**config.mk**
```make
export PLATFORM = sky130hd
export DESIGN_NAME = dispatch_router
export DESIGN_NICKNAME = d
export VERILOG_FILES = /design/src/rtl/dispatch_pkg.sv /design/src/rtl/fu_dispatch_buf.sv /design/src/rtl/dispatch_router.sv
export SDC_FILE = /design/constraint.sdc
export NUM_CORES = 2
export LEC_CHECK = 0
export ABC_CLOCK_PERIOD_IN_PS = 8900
export BUFFER_PORTS_ARGS = -buffer_cell sky130_fd_sc_hd__buf_4
export CAP_MARGIN = 20
export CORE_ASPECT_RATIO = 0.75
export CORE_MARGIN = 2
export CORE_UTILIZATION = 60
export CTS_CLUSTER_DIAMETER = 40
export CTS_CLUSTER_SIZE = 14
export DETAILED_ROUTE_END_ITERATION = 7
export PLACE_DENSITY = 0.85
export SLEW_MARGIN = 10
export SYNTH_ARGS = -nofsm -noshare
export SYNTH_HDL_FRONTEND = slang
export SYNTH_SLANG_ARGS = --single-unit
```
**constraint.sdc**
```tcl
create_clock -name clk -period 8.9 [get_ports clk]
set_clock_uncertainty 0.15 [all_clocks]
set_input_delay 0.89 -clock clk [delete_from_list [all_inputs] [get_ports clk]]
set_output_delay 0.89 -clock clk [all_outputs]
set_load 0.01 [all_outputs]
```
**src/rtl/dispatch_pkg.sv**
```systemverilog
// Shared widths, the buffered instruction record and the wakeup match
// used by dispatch_router and fu_dispatch_buf.
package dispatch_pkg;

    localparam int INST_ID_BITS = 6;
    localparam int PRN_BITS     = 6;
    localparam int MAX_OPERANDS = 3;
    localparam int FUC_BITS     = 2;

    typedef struct packed {
        logic [INST_ID_BITS-1:0]                 inst_id;
        logic [31:0]                             raw_instr;
        logic [63:0]                             pc;
        logic [MAX_OPERANDS-1:0]                 src_valid;
        logic [MAX_OPERANDS-1:0]                 src_ready;
        logic [MAX_OPERANDS-1:0][PRN_BITS-1:0]   src_prn;
        logic [MAX_OPERANDS-1:0]                 dst_valid;
        logic [MAX_OPERANDS-1:0][PRN_BITS-1:0]   dst_prn;
    } dispatch_entry_t;

    // Apply one wakeup lane: every used source slot naming wk_prn
    // becomes ready; bits already set stay set.
    function automatic dispatch_entry_t wake_entry(
        input dispatch_entry_t     e,
        input logic                wk_vld,
        input logic [PRN_BITS-1:0] wk_prn
    );
        dispatch_entry_t r;
        r = e;
        for (int j = 0; j < MAX_OPERANDS; j++) begin
            if (wk_vld && e.src_valid[j] && (e.src_prn[j] == wk_prn)) begin
                r.src_ready[j] = 1'b1;
            end
        end
        return r;
    endfunction

endpackage

```
**src/rtl/fu_dispatch_buf.sv**
```systemverilog
// Single-FU FIFO with PRN wakeup snoop on every held and incoming entry.
// Ports: push_i/push_entry_i in, valid_o/head_o/occ_o out, pop on pop_ready_i.
module fu_dispatch_buf
    import dispatch_pkg::*;
#(
    parameter int DEPTH = 2,
    parameter int WK_N  = 12
) (
    input  logic                          clk,
    input  logic                          rst,
    input  logic                          flush_i,
    input  logic                          push_i,
    input  dispatch_entry_t               push_entry_i,
    input  logic                          pop_ready_i,
    input  logic [WK_N-1:0]               wk_vld_i,
    input  logic [WK_N-1:0][PRN_BITS-1:0] wk_prn_i,
    output logic                          valid_o,
    output logic                          full_o,
    output dispatch_entry_t               head_o,
    output logic [$clog2(DEPTH+1)-1:0]    occ_o
);

    localparam int OCC_W = $clog2(DEPTH + 1);
    localparam int PTR_W = (DEPTH > 1) ? $clog2(DEPTH) : 1;

    dispatch_entry_t  mem_q [DEPTH];
    dispatch_entry_t  mem_d [DEPTH];
    dispatch_entry_t  push_w;
    logic [PTR_W-1:0] rd_q, rd_d, wr_q, wr_d;
    logic [OCC_W-1:0] cnt_q, cnt_d;
    logic             pop;

    function automatic logic [PTR_W-1:0] bump(input logic [PTR_W-1:0] p);
        return (32'(p) == DEPTH - 1) ? '0 : p + 1'b1;
    endfunction

    assign valid_o = (cnt_q != '0);
    assign full_o  = (cnt_q == OCC_W'(DEPTH));
    assign occ_o   = cnt_q;
    // Empty slots are masked so idle payload outputs read as zero.
    assign head_o  = valid_o ? mem_q[rd_q] : '0;
    assign pop     = valid_o & pop_ready_i;

    always_comb begin
        push_w = push_entry_i;
        for (int k = 0; k < WK_N; k++) begin
            push_w = wake_entry(push_w, wk_vld_i[k], wk_prn_i[k]);
        end
        for (int i = 0; i < DEPTH; i++) begin
            mem_d[i] = mem_q[i];
            for (int k = 0; k < WK_N; k++) begin
                mem_d[i] = wake_entry(mem_d[i], wk_vld_i[k], wk_prn_i[k]);
            end
        end
        rd_d = rd_q;
        wr_d = wr_q;
        if (push_i) begin
            mem_d[wr_q] = push_w;
            wr_d        = bump(wr_q);
        end
        if (pop) begin
            rd_d = bump(rd_q);
        end
        cnt_d = cnt_q + OCC_W'(push_i) - OCC_W'(pop);
    end

    always_ff @(posedge clk) begin
        if (rst || flush_i) begin
            rd_q  <= '0;
            wr_q  <= '0;
            cnt_q <= '0;
        end else begin
            rd_q  <= rd_d;
            wr_q  <= wr_d;
            cnt_q <= cnt_d;
        end
    end

    // Storage needs no reset: occupancy alone decides what is live.
    always_ff @(posedge clk) begin
        for (int i = 0; i < DEPTH; i++) begin
            mem_q[i] <= mem_d[i];
        end
    end

endmodule

```
**src/rtl/dispatch_router.sv**
```systemverilog
// Steers one renamed instruction per cycle to a per-class round-robin FU buffer.
// Ports: in_* handshake + payload, set_prn* wakeups, fu_* per-FU head outputs.
module dispatch_router
    import dispatch_pkg::*;
#(
    parameter int FU_COUNT  = 4,
    parameter int BUF_DEPTH = 2
) (
    input  logic                        clk,
    input  logic                        rst,
    input  logic                        flush,
    input  logic [FUC_BITS-1:0]         fu_class_cfg        [FU_COUNT],
    input  logic                        in_valid,
    output logic                        in_ready,
    input  logic [FUC_BITS-1:0]         in_fu_class,
    input  logic [INST_ID_BITS-1:0]     in_inst_id,
    input  logic [31:0]                 in_raw_instr,
    input  logic [63:0]                 in_instr_pc,
    input  logic                        in_prn_input_valid  [MAX_OPERANDS],
    input  logic                        in_prn_input_ready  [MAX_OPERANDS],
    input  logic [PRN_BITS-1:0]         in_prn_input        [MAX_OPERANDS],
    input  logic                        in_prn_output_valid [MAX_OPERANDS],
    input  logic [PRN_BITS-1:0]         in_prn_output       [MAX_OPERANDS],
    input  logic                        set_prn_ready       [FU_COUNT][MAX_OPERANDS],
    input  logic [PRN_BITS-1:0]         set_prn             [FU_COUNT][MAX_OPERANDS],
    output logic                        fu_valid            [FU_COUNT],
    input  logic                        fu_ready            [FU_COUNT],
    output logic [INST_ID_BITS-1:0]     fu_inst_id          [FU_COUNT],
    output logic [31:0]                 fu_raw_instr        [FU_COUNT],
    output logic [63:0]                 fu_instr_pc         [FU_COUNT],
    output logic                        fu_prn_input_valid  [FU_COUNT][MAX_OPERANDS],
    output logic                        fu_prn_input_ready  [FU_COUNT][MAX_OPERANDS],
    output logic [PRN_BITS-1:0]         fu_prn_input        [FU_COUNT][MAX_OPERANDS],
    output logic                        fu_prn_output_valid [FU_COUNT][MAX_OPERANDS],
    output logic [PRN_BITS-1:0]         fu_prn_output       [FU_COUNT][MAX_OPERANDS],
    output logic [$clog2(BUF_DEPTH+1)-1:0] fu_occupancy     [FU_COUNT]
);

    localparam int NCLS = 1 << FUC_BITS;
    localparam int WK_N = FU_COUNT * MAX_OPERANDS;
    localparam int FI_W = (FU_COUNT > 1) ? $clog2(FU_COUNT) : 1;

    logic [FI_W-1:0]               rr_q [NCLS];
    logic [FI_W-1:0]               rr_d [NCLS];
    logic [FU_COUNT-1:0]           cand, full, push;
    logic [FI_W-1:0]               tgt;
    logic                          accept;
    logic [WK_N-1:0]               wk_vld;
    logic [WK_N-1:0][PRN_BITS-1:0] wk_prn;
    dispatch_entry_t               in_entry;
    dispatch_entry_t               head [FU_COUNT];

    always_comb begin
        for (int f = 0; f < FU_COUNT; f++) begin
            for (int k = 0; k < MAX_OPERANDS; k++) begin
                wk_vld[f*MAX_OPERANDS+k] = set_prn_ready[f][k];
                wk_prn[f*MAX_OPERANDS+k] = set_prn[f][k];
            end
        end
    end

    always_comb begin
        in_entry           = '0;
        in_entry.inst_id   = in_inst_id;
        in_entry.raw_instr = in_raw_instr;
        in_entry.pc        = in_instr_pc;
        for (int j = 0; j < MAX_OPERANDS; j++) begin
            in_entry.src_valid[j] = in_prn_input_valid[j];
            in_entry.src_ready[j] = in_prn_input_ready[j];
            in_entry.src_prn[j]   = in_prn_input[j];
            in_entry.dst_valid[j] = in_prn_output_valid[j];
            in_entry.dst_prn[j]   = in_prn_output[j];
        end
    end

    // Full FUs are excluded even when popping, keeping fu_ready off in_ready.
    always_comb begin
        for (int i = 0; i < FU_COUNT; i++) begin
            cand[i] = (fu_class_cfg[i] == in_fu_class) && !full[i];
        end
    end

    assign in_ready = (|cand) & ~flush & ~rst;
    assign accept   = in_valid & in_ready;

    // First candidate at or after the class pointer, wrapping.
    always_comb begin
        int   idx;
        logic found;
        idx   = 0;
        found = 1'b0;
        tgt   = '0;
        for (int k = 0; k < FU_COUNT; k++) begin
            idx = int'(rr_q[in_fu_class]) + k;
            if (idx >= FU_COUNT) idx = idx - FU_COUNT;
            if (!found && cand[idx]) begin
                tgt   = FI_W'(idx);
                found = 1'b1;
            end
        end
    end

    always_comb begin
        rr_d = rr_q;
        if (accept) begin
            rr_d[in_fu_class] = (32'(tgt) == FU_COUNT - 1) ? '0 : tgt + 1'b1;
        end
        for (int i = 0; i < FU_COUNT; i++) begin
            push[i] = accept && (32'(tgt) == i);
        end
    end

    // Flush keeps the pointers; only reset clears them.
    always_ff @(posedge clk) begin
        if (rst) begin
            for (int c = 0; c < NCLS; c++) rr_q[c] <= '0;
        end else begin
            for (int c = 0; c < NCLS; c++) rr_q[c] <= rr_d[c];
        end
    end

    for (genvar g = 0; g < FU_COUNT; g++) begin : g_fu
        fu_dispatch_buf #(
            .DEPTH (BUF_DEPTH),
            .WK_N  (WK_N)
        ) u_buf (
            .clk          (clk),
            .rst          (rst),
            .flush_i      (flush),
            .push_i       (push[g]),
            .push_entry_i (in_entry),
            .pop_ready_i  (fu_ready[g]),
            .wk_vld_i     (wk_vld),
            .wk_prn_i     (wk_prn),
            .valid_o      (fu_valid[g]),
            .full_o       (full[g]),
            .head_o       (head[g]),
            .occ_o        (fu_occupancy[g])
        );

        assign fu_inst_id[g]   = head[g].inst_id;
        assign fu_raw_instr[g] = head[g].raw_instr;
        assign fu_instr_pc[g]  = head[g].pc;

        for (genvar j = 0; j < MAX_OPERANDS; j++) begin : g_op
            assign fu_prn_input_valid[g][j]  = head[g].src_valid[j];
            assign fu_prn_input_ready[g][j]  = head[g].src_ready[j];
            assign fu_prn_input[g][j]        = head[g].src_prn[j];
            assign fu_prn_output_valid[g][j] = head[g].dst_valid[j];
            assign fu_prn_output[g][j]       = head[g].dst_prn[j];
        end
    end

endmodule

```
# == Word level (Yosys, flattened, before mapping) ==
# Memory sizes are Yosys's and may differ from the RTL's. A register that Yosys moved wholly into a read port is not among the register bits.
# Cells that the tools add are included.
# classes
n_reduce_logical,678
n_bitwise,14
n_lt_le_gt_ge,18
muxes,390
n_addsub,24
n_eq_ne,335
# ops
operator,n
6-bit equality test,324
294-bit bitwise mux,4
147-bit 2-to-1 mux,8
294-bit 2-to-1 mux,4
1-bit logical AND,664
147-bit demux with 1-bit select,4
1-bit 2-to-1 mux,351
"32-bit by 4-bit less-than comparator with 1-bit output, second input constant",4
32-bit 2-to-1 mux,4
2-bit 2-to-1 mux,8
"2-bit equality test, second input constant",6
"3-bit greater-or-equal comparator, second input constant",4
"3-bit by 3-bit subtractor with 4-bit output, second input constant",3
"1-bit adder, second input constant",8
2-bit by 1-bit adder with 2-bit output,4
1-bit binary-select mux with 2-bit select,4
8-bit bitwise mux,1
2-bit equality test,4
"2-bit greater-or-equal comparator, second input constant",4
"2-bit by 1-bit less-than comparator with 1-bit output, second input constant",4
1-bit inverter with 2-bit output,4
2-bit nonzero test,4
2-bit by 1-bit subtractor with 2-bit output,4
1-bit bitwise AND,7
15 further kinds,23
# word_totals
ram_bits,1176
ff_bits,24
mem_count,4
out_inout_bits,601
wordCells,1479
# mem_list
name,words,width,read_ports,rd_clocked_by_memory_dff,write_ports,line,rtl
g_fu[0].u_buf.mem_q,2,147,3,1,2,fu_dispatch_buf.sv:26,dispatch_entry_t mem_q [DEPTH];
g_fu[1].u_buf.mem_q,2,147,3,1,2,fu_dispatch_buf.sv:26,
g_fu[2].u_buf.mem_q,2,147,3,1,2,fu_dispatch_buf.sv:26,
g_fu[3].u_buf.mem_q,2,147,3,1,2,fu_dispatch_buf.sv:26,

# == Logic depth before layout (Yosys ltp) ==
# logic_depth
depth_word,23
ltp_mapped,15

# == Modules after synthesis ==
# Synthesis repeated with hierarchy kept, for this count alone.
# hier_totals
cells_unflattened,7462
hier_area_um2,82135.0
# by_module_without_submodules
mod,area_per_inst_um2,n_inst,cells_per_inst,seq_area_each_um2
fu_dispatch_buf (g_fu[0].u_buf ...),20335.8,2,1844,8868.5
fu_dispatch_buf (g_fu[3].u_buf),20359.5,1,1844,8868.5
fu_dispatch_buf (g_fu[1].u_buf),20333.3,1,1844,8868.5
dispatch_router,770.7,1,86,160.2

# == Worst setup path before layout ==
# OpenSTA, ideal clock, no wires.
# synth_timing
path_type,input port to flip-flop
from,in in_fu_class[0]
to,"mem g_fu[0].u_buf.mem_q[1][0] in the netlist's numbering, enable pin"
required_time_ns,8.253
arrival_ns,5.299
cell_stages,6
path_slack_ns,2.955
setup_time_ns,0.497
cell_sequence,buf_6 mux4_2 o311ai_2 ha_1 nand3_1 inv_1
# synth_rtl
item,line,rtl
"start, declared",dispatch_router.sv:15,"input logic [FUC_BITS-1:0] in_fu_class,"
"end, declared",fu_dispatch_buf.sv:26,

==> metrics.md <==
| Metric | Value |
|---|---|
| Critical path endpoint category | `primary output` |
| Routed Antenna Nets | `0` |
| Final min period | `4.741 ns` |
| Nets | `6832` |
| Synth cell types | `45` |
| CP required | `7.86 ns` |
| Tcrit/Tclk final | `0.5327` |
| Cells on worst reg2reg path | `6` |
| # hold bufs at CTS | `0` |
| Number of synthesized flops with an enable pin | `1152` |
| Flop2flop setup slack | `4.36 ns` |
| Largest net degree at the start of global routing | `149` |
| Count leader, synth | `xnor2_1` |
| Primary FF master, synth | `edfxtp_1` |
| Setup TNS | `0 ns` |
| Area Growth Syn to Fin | `13.30%` |
| Routed WL | `290500 um` |
| Worst Path Max Fanout | `93` |
| Violated checks | `DRC` |
| Final Hold Vio Count | `0` |
| RSZ-0062 raised after global routing | `false` |
| Clk pwr share | `0.411` |
| NetSw | `3561 uW` |
| Max Transition Viols Final | `0` |
| Synthesized flop and latch total | `1204` |
| Initial antenna violation count | `23` |
| First-pass GRT wire length | `401300 um` |
| Outcome | `complete, but fails checks` |
| Die W | `403.4 um` |
| Final routed DRC violation total | `102` |
| Cells after synthesis | `6239` |
| Top routing layer in use | `met5` |
| Clk sinks | `1204` |
| Combinational power share | `0.119` |
| Synth top area cells | `edfxtp_1 (48%), xnor2_1 (15%), xor2_1 (8.6%), mux2i_1 (8.4%), nor2_1 (3.2%)` |
| Sw Ratio | `0.2633` |
| CTS tree | `yes` |
| Worst VDD drop | `0.1803 mV` |
| Via-to-Cell Ratio | `6.960` |
| Post-synth net total | `6500` |
| Max Clk Rate | `0.2109 GHz` |
| Die area | `0.1224 mm2` |
| Worst-Margin Slew | `1.290 ns` |
| Cell taking the most area after synthesis | `edfxtp_1` |
| Final setup violation count | `0` |
| Crit path kind | `flip-flop to primary output` |
| Slew HR | `0.1336` |
| Clock buffers created by TritonCTS | `134` |
| 1st-pass router iterations | `8` |
| Number of global-route vias before repair | `53.94k` |
| Post-CTS sizing | `0` |
| WHS Path Cells | `1` |
| HPWL after DPL | `170200 um` |
| Pwr per Cell Area | `166.3 mW/mm2` |
| Flop pwr share | `0.471` |
| Clock root cell | `clkbuf_16` |
| Yosys warning count | `0` |
| Yosys top cell area share | `0.4820` |
| Post-synth design cell area | `0.07177 mm2` |
| Post-CTS Setup Repair Bufs | `0` |
| Cell Int Power | `9962 uW` |
| Arrival time worst endpoint | `3.70 ns` |
| Final worst-path setup slack | `4.159 ns` |
| Max clock buf depth | `3` |
| Die height | `303.5 um` |
| Worst Hold Class | `primary input to flip-flop` |
| DR vias | `57.27k` |
| Pre-CTS WS | `3.648 ns` |
| WL met1 | `96340 um` |
| Gp weighted congestion | `1.053` |
| Share of cells above drive strength 1 | `0.1740` |
| # Max-Cap Violations | `0` |
| Type of origin of the critical path | `flip-flop` |
| Synth async-reset ratio | `0` |
| Register area share after synthesis | `0.4965` |
| Placed Cells | `7989` |
| Synth top cells by count | `xnor2_1 (1263), edfxtp_1 (1152), xor2_1 (705)` |
| Clk Latency, worst-skew pair | `0.79 ns` |
| Leakage | `0.02680 uW` |
| Dpl cell area | `0.07692 mm2` |
| Global-route usage over all layers | `0.4620` |
| Initial DRC count | `10.60k` |
| Met2 wire len | `112200 um` |
| Post-route design area | `0.08131 mm2` |
| Mean Syn Cell Area | `11.50 um2` |
| Core Area | `0.1182 mm2` |
| CTS clk-pin slew, worst paths | `0.06 ns` |
| Fill cells | `8135` |
| # H-tree levels | `4` |
| Final cell count without fillers | `8229` |
| Grt total ovfl | `0` |
| WL met3 | `54530 um` |
| IO Count | `850` |
| DR WL/cell | `35.31 um` |
| Row count | `109` |
| IO buf count | `849` |
| Starting Density | `0.6070` |
## metrics by stage
step | utilization | hold slack (ns) | power, uW
final | 0.6877 | 0.1678 | 13520
after global routing | 0.6874 | 0.1627 | 13730
after CTS | 0.6874 | 0.1398 | 13380
after detailed placement | 0.6505 | 0.3336 | 7930
after global placement | 0.6505 | 0.3249 | 7886
after floorplan | - | 0.3054 | 7365
## routing by layer
| layer | up-vias | track usage |
|---|---|---|
| met1 | 27320 | 0.5665 |
| li1 | 22220 | - |
| met3 | 1809 | 0.2537 |
| met4 | 39 | 0.3147 |
| met2 | 5883 | 0.6149 |
| met5 | - | 0.04844 |
## cells by family after synthesis
logic type / synth area share
buffers and inverters: 0.05575
flip-flops: 0.4965
AO/OA/AOI/OAI: 0.003905
multiplexers: 0.08677
adder cells (fa/ha/maj): 0.002092
XOR/XNOR: 0.2402
AND/OR/NAND/NOR: 0.1148
## cells in the final DEF, fill, tap and decap left out, types with 13 or more instances in the layout
cell / synthesis / layout
nor3_1: 103 / 103
mux2_2: 13 / 13
diode_2: 0 / 14
clkinv_1: 0 / 16
dfxtp_1: 52 / 48
nand3_1: 445 / 445
nor2_1: 617 / 613
xor2_1: 705 / 705
clkbuf_16: 0 / 139
clkbuf_1: 232 / 16
nor4_1: 261 / 261
buf_4: 195 / 910
nand4_1: 187 / 187
xnor2_1: 1263 / 1263
edfxtp_1: 1152 / 1152
mux2i_1: 603 / 603
## worst paths after layout
path | from | endpoint
worst max-delay path | flip-flop | fu_instr_pc[240]
worst min-delay path | in_instr_pc[53] | g_fu[3].u_buf.mem_q[0][98]$_DFFE_PP_
worst max register to register | rr_q[1]$_SDFFE_PP0P_ | g_fu[0].u_buf.mem_q[1][124]$_DFFE_PP_
worst min register to register | rr_q[5]$_SDFFE_PP0P_ | rr_q[5]$_SDFFE_PP0P_
## sequential cells by signal, summed over array words and instances, names as in the netlist, named ones only
name              cells
g_fu.u_buf.occ_o      8
g_fu.u_buf.mem_q   1176
rr_q                  8
g_fu.u_buf.wr_q       4
g_fu.u_buf.rd_q       4
## worst max-delay path: stages, from the launching register on
cell     delay (ns)
dfxtp_4        0.66
buf_12         0.59
buf_4          0.69
mux2i_1        0.23
nor2_1         0.33
buf_4          0.20
## layout make-up
class,count,area [um2],area share
Clock buffer,157,3566,0.04386
Inverter,16,87.58,0.001077
Antenna cell,14,35.03,0.0004309
Timing Repair Buffer,922,7072,0.08697
Multi-Input combinational cell,4293,32160,0.3955
Clock inverter,69,794.5,0.009771
Sequential cell,1204,35650,0.4384
Tap cell,1554,1944,0.02391
## power by group through the flow
| stage | logic, uW | registers, uW | clock network [uW] |
|---|---|---|---|
| after floorplan | 933 | 6430 | 0 |
| after global placement | 1410 | 6470 | 0 |
| after detailed placement | 1450 | 6480 | 0 |
| after CTS | 1470 | 6360 | 5560 |
| after global routing | 1590 | 6360 | 5780 |
| final | 1600 | 6360 | 5550 |
(Power assumes the default switching activity.)
